--- src/rtl/vga_pixel_fifo_out.sv ---
// vga_pixel_fifo_out: FIFO-buffered RGB444 output stage locked to start-of-frame,
// blanking and resyncing on underflow or frame misalignment.
module vga_pixel_fifo_out #(
    parameter int FIFO_DEPTH = 16,
    parameter int ERR_W      = 8
) (
    input  logic             clk,
    input  logic             reset,
    input  logic             s_valid,
    output logic             s_ready,
    input  logic [11:0]      s_color,
    input  logic             s_sof,
    input  logic             visible,
    input  logic             hsync_i,
    input  logic             vsync_i,
    input  logic [9:0]       column,
    input  logic [9:0]       row,
    output logic [3:0]       red,
    output logic [3:0]       green,
    output logic [3:0]       blue,
    output logic             hsync_o,
    output logic             vsync_o,
    output logic             underflow,
    output logic             misalign,
    output logic [ERR_W-1:0] err_count
);
    localparam int AW = $clog2(FIFO_DEPTH);

    typedef enum logic [1:0] {WAIT_SOF, ARMED, STREAM} state_t;

    state_t        state_q, state_d;
    logic [12:0]   mem_q [FIFO_DEPTH];
    logic [AW-1:0] wr_q, rd_q;
    logic [AW:0]   cnt_q;
    logic [12:0]   head;
    logic [11:0]   color_d;
    logic          push, pop, empty, fstart, head_sof, uf_d, ma_d;

    assign s_ready  = (cnt_q != (AW+1)'(FIFO_DEPTH)) && !reset;
    assign push     = s_valid && s_ready;
    assign empty    = cnt_q == '0;
    assign head     = mem_q[rd_q];
    assign head_sof = !empty && head[12];
    assign fstart   = visible && column == '0 && row == '0;

    always_comb begin
        state_d = state_q;
        pop     = 1'b0;
        color_d = '0;
        uf_d    = 1'b0;
        ma_d    = 1'b0;
        case (state_q)
            WAIT_SOF: if (!empty) begin
                if (head[12]) state_d = ARMED;
                else pop = 1'b1;
            end
            ARMED: if (fstart && head_sof) begin
                pop     = 1'b1;
                color_d = head[11:0];
                state_d = STREAM;
            end
            STREAM: if (visible) begin
                if (empty) begin
                    uf_d    = 1'b1;
                    state_d = WAIT_SOF;
                end else if (fstart == head[12]) begin
                    pop     = 1'b1;
                    color_d = head[11:0];
                end else begin
                    // sof at fstart is missing (late) or arrived mid-frame (early)
                    ma_d    = 1'b1;
                    state_d = fstart ? WAIT_SOF : ARMED;
                end
            end
            default: state_d = WAIT_SOF;
        endcase
    end

    always_ff @(posedge clk) begin
        if (push) mem_q[wr_q] <= {s_sof, s_color};
    end

    always_ff @(posedge clk) begin
        if (reset) begin
            state_q            <= WAIT_SOF;
            wr_q               <= '0;
            rd_q               <= '0;
            cnt_q              <= '0;
            {red, green, blue} <= '0;
            hsync_o            <= 1'b1;
            vsync_o            <= 1'b1;
            underflow          <= 1'b0;
            misalign           <= 1'b0;
            err_count          <= '0;
        end else begin
            state_q            <= state_d;
            wr_q               <= wr_q + AW'(push);
            rd_q               <= rd_q + AW'(pop);
            cnt_q              <= cnt_q + (AW+1)'(push) - (AW+1)'(pop);
            {red, green, blue} <= color_d;
            hsync_o            <= hsync_i;
            vsync_o            <= vsync_i;
            underflow          <= uf_d;
            misalign           <= ma_d;
            if ((uf_d || ma_d) && err_count != '1) err_count <= err_count + ERR_W'(1);
        end
    end
endmodule

--- config.mk ---
export PLATFORM = sky130hd
export DESIGN_NAME = vga_pixel_fifo_out
export DESIGN_NICKNAME = d
export VERILOG_FILES = /design/src/rtl/vga_pixel_fifo_out.sv
export SDC_FILE = /design/constraint.sdc
export NUM_CORES = 1
export LEC_CHECK = 0
export CAP_MARGIN = 40
export CORE_UTILIZATION = 63
export DETAILED_ROUTE_END_ITERATION = 12
export GPL_TIMING_DRIVEN = 0
export MAX_ROUTING_LAYER = met4
export PLACE_DENSITY_LB_ADDON = 0.08
export SLEW_MARGIN = 10
export SYNTH_ARGS = -nofsm -noshare
export SYNTH_HDL_FRONTEND = slang
export SYNTH_SLANG_ARGS = --single-unit
--- constraint.sdc ---
create_clock -name clk -period 5.54 [get_ports clk]
set_clock_uncertainty 0.1 [all_clocks]
set_input_delay 0.554 -clock clk [delete_from_list [all_inputs] [get_ports clk]]
set_output_delay 0.554 -clock clk [all_outputs]
set_load 0.02 [all_outputs]
# Word-level counts from Yosys, hierarchy flattened
# Memory sizes are Yosys's and may differ from the RTL's. A register that Yosys moved wholly into a read port is not among the register bits.
# Cells that the tools add are included.
# totals
ff_bits,39
mem_bits_rw,208
input_bits,39
memories,1
# mem_list
memory,words,word_bits,read_ports,rd_ports_with_merged_regs,wr,line_no,rtl
mem_q,16,13,1,1,1,32,logic [12:0] mem_q [FIFO_DEPTH];
# classes
n_addsub,5
eq_ne,10
n_mux,30
reduce_logical,15
# ops
cell,n
$mux W12,4
$pmux W12 S2,1
$logic_not A10 Y1,2
$mux W1,16
$mux W2,6
$add A4 B1 Y4,2
$add A8 B1 Y8 const B,1
$ne A2 B2 Y1 const B,4
$ne A8 B8 Y1 const B,1
$logic_and A1 B1 Y1,7
$pmux W2 S3,1
$add A5 B1 Y5,1
$logic_not A5 Y1,1
$ne A5 B5 Y1 const B,1
$reduce_and A5 Y1,1
$sub A5 B1 Y5,1
$mux W4,1
$ne A3 B3 Y1 const B,1
$pmux W1 S3,1
$eq A2 B1 Y1 const B,1
$eq A2 B2 Y1 const B,1
$logic_not A1 Y1,2
$logic_not A2 Y1,1
$eq A1 B1 Y1,1
$logic_or A1 B1 Y1,1

# Depth between registers and ports, before layout
# logic_depth
ltp_word,10
mapped_depth,17

# Worst setup path after synthesis
# No wires, ideal clock.
# synth_timing
path_type,register -> register
start,"register, netlist name rd_q[0]"
end,register cnt_q[4]
setup_time_ps,132
t_arrival_ps,3351
required_time_ps,5308
slack_ps,1957
stages_incl_launch_ff,18
path_buffers,1
cell_sequence,dfxtp_1 -> buf_2 -> mux4_2 -> mux2i_1 -> mux2i_4 -> xnor2_4 -> a21oi_2 -> a211oi_1 -> ha_1 -> inv_1 -> ha_1 -> inv_1 -> fa_1 -> inv_1 -> a21oi_1 -> nor2_1 -> or3_1 -> a21oi_1
# synth_lines
item,line_no,rtl
end signal: assignment,99,cnt_q <= cnt_q + (AW+1)'(push) - (AW+1)'(pop);
end: declaration,34,logic [AW:0] cnt_q;

==> out/qor.yml <==
timing:
  relSlewSlack_pct: 40.03
  finalHoldViolCount: 0
  fmax_mhz: 241.9
  finalSetupTns_ns: 0
  tightest_slew_ns: 0.8947
  rsz0062_at_grt: "false"
  setup_viol: 0
  final-max-slew-violation-count: 0
  post-route-period-util_pct: 74.61
  setup_slack_ns: 1.407
  fin_crit_ns: 4.133
power_and_ir_drop:
  clkPwrFrac_pct: 35.0
  p_sw_share_pct: 25.30
  intPower_uw: 3507
  p_switching_uw: 1188
  comb_power_share_pct: 20.8
  ir_drop_mv: 0.3045
  p_leak_uw: 0.003851
  p_per_area_nw_per_um2: 396.6
  p_total_uw: 4694
  p_seq_share_pct: 44.3
grt:
  grt-ovfl-total: 0
  antenna_found_initial: 0
  grt_pass1_wl_mm: 32.42
  grt_max_degree: 17
  grt_usage_pct: 29.43
  grt_pass1_vias: 5425
synthesis:
  yosysTopAreaCell: "edfxtp_1"
  ys.warnings.count: 0
  ys_types: 44
  synth_area_leaders: "edfxtp_1 63%, mux4_2 15%, dfxtp_1 7.9%, ha_1 1.9%, nor3b_2 1.3%"
  ys_ff_latch: 247
  synth_flop_cell: "edfxtp_1"
  synthArstFlopShare_pct: 0
  synth_nets: 573
  syn_inst: 518
  synth_top_area_share_pct: 63.43
  syn-mean-instance-area_sq_um: 19.01
  yosysSeqAreaShare_pct: 71.36
  synth_edf_count: 208
  netlist_area_sq_um: 9847
setup_path:
  cp-start-kind: "register"
  end_kind: "register"
  critPathArrivalTime_ns: 4.42
  r2r_cells: 17
  path_class: "register to register"
  r2r_start: "rd_q[0]"
  cp-startpoint: "rd_q[0]"
  crit_fanout: 10
  cp.required_ns: 5.83
outcome:
  status: "finished, final reports clean"
drt:
  ant_nets: 0
  viasPerCell: 6.386
  dr_total_vias: 5345
  drc_errors: 0
  wl_per_cell_microns: 26.11
  drt_wl_total_mm: 21.85
  drt_first_pass_iters: 6
  drt-initial-drc-count: 554
clocking:
  cts_hold_buf: 0
  clock_latency_ns: 0.53
  numCtsBuffers: 25
  cts_setup_buffers: 0
  cts_resized: 0
  cts_sinks: 247
  cts_max_path_buffers: 3
  clkTransAtPathRegs_ns: 0.06
  root_buffer: "clkbuf_16"
  htree_num_levels: 1
  cts_tree: "built"
die:
  die_w_microns: 127.0
  die_h_microns: 127.0
  die_area_sq_um: 16130
  core_sq_um: 15200
  rows: 45
  io_pins: 64
  start_util_pct: 64.77
final_layout:
  layout_commonest_cell: "edfxtp_1"
  seqCellArea_sq_um: 7027
  drive_gt1_share_pct: 25.73
  final_nets: 685
  antenna_cells: 0
  most-common-layout-cells: "208 x edfxtp_1, 64 x mux4_2, 62 x clkdlybuf4s50_1"
  multi_input_comb_area_sq_um: 2706
  nFillCells: 794
  area_growth_pct: 20.19
placement:
  dpl_worst_slack_ns: 1.047
  dp_hpwl_mm: 14.34
  gp_congestion: 0.8178
  port_buffers: 62
min_path:
  hold_depth: 2
  hold_path.class: "primary input to register"
  hp-start: "reset"
run:
  maxCapViolCount: 0
## sequential cells by signal (all words and copies together) (netlist names)
name	flops
mem_q	208
state_q	2
wr_q	4
blue	4
vsync_o	1
green	4
rd_q	4
hsync_o	1
underflow	1
red	4
err_count	8
misalign	1
cnt_q	5
## critical path, stage by stage, from the launching register on
cell and delay, ns:
dfxtp_1 0.33, buf_2 0.23, mux4_2 0.54, mux2i_1 0.26
mux2i_4 0.19, xnor2_4 0.37, a21oi_2 0.15, a211oi_1 0.39
ha_1 0.31, inv_1 0.06, ha_1 0.16, inv_1 0.06
fa_1 0.43, inv_1 0.07, a21oi_1 0.06, nor2_1 0.12
or3_1 0.12, a21oi_1 0.05
## power by group through the flow
stage | combinational, uW | sequential [uW] | clock [uW]
3_3_place_gp | 909 | 2110 | 0
5_1_grt | 1050 | 2080 | 1720
4_1_cts | 989 | 2080 | 1650
3_5_place_dp | 978 | 2120 | 0
2_1_floorplan | 689 | 2110 | 0
6_report | 975 | 2080 | 1640
## cell type report
type	count	area share (%)
clock inverters	9	0.7400
clock buffers	37	6.089
multi-input cells	231	22.87
well taps	188	1.988
flip-flops and latches	247	59.37
repair buffers	85	7.559
plain buffers	26	0.9409
inverters	14	0.4440
## cell usage after synthesis (all sizes together) (6+ instances only)
master  number
ha          15
clkbuf      15
nand3        7
dfxtp       39
nor3b       12
nor2b       11
buf         11
nor2        33
nand2        9
mux4        64
inv         14
a21oi       12
edfxtp     208
mux2         7
nor3         6
## final timing paths
path / endpoint / slack, ns
hold reg to reg: state_q[0] / 0.43
hold / removal: rd_q[1] / 0.39
setup / recovery: cnt_q[4] / 1.41
setup reg to reg: cnt_q[4] / 1.41
## layer usage
layer | up-vias | GRT usage [%] | part of all wire [%]
li1 | 2289 | - | -
met1 | 2734 | 39.29 | 38
met2 | 269 | 47.09 | 50
met3 | 53 | 4.606 | 8.4
met4 | 0 | 10.43 | 3.0
met5 | - | - | 0
## through the flow
stage	instance area (sq um)	utilization, %	hold WS, ns	instances
6_report	11840	77.85	0.3889	837
5_1_grt	11840	77.85	0.4551	837
4_1_cts	11840	77.85	0.4006	837
3_5_place_dp	11030	72.54	0.4187	791
3_3_place_gp	10700	70.40	0.3952	768
2_1_floorplan	9847	-	0.3867	518
## logic make-up (layout without fill, tap and decap cells)
family          count (synthesis)  after routing  synth area share [%]
mux                            76             76                 16.07
fa+ha+maj                      16             16                 2.109
compound gates                 22             22                 1.423
simple gates                  108            108                 6.379
flops                         247            247                 71.36
xor+xnor                        9              9                0.9912
buf+inv                        40            171                 1.664
Note: power is estimated with default switching activity, not from simulation.
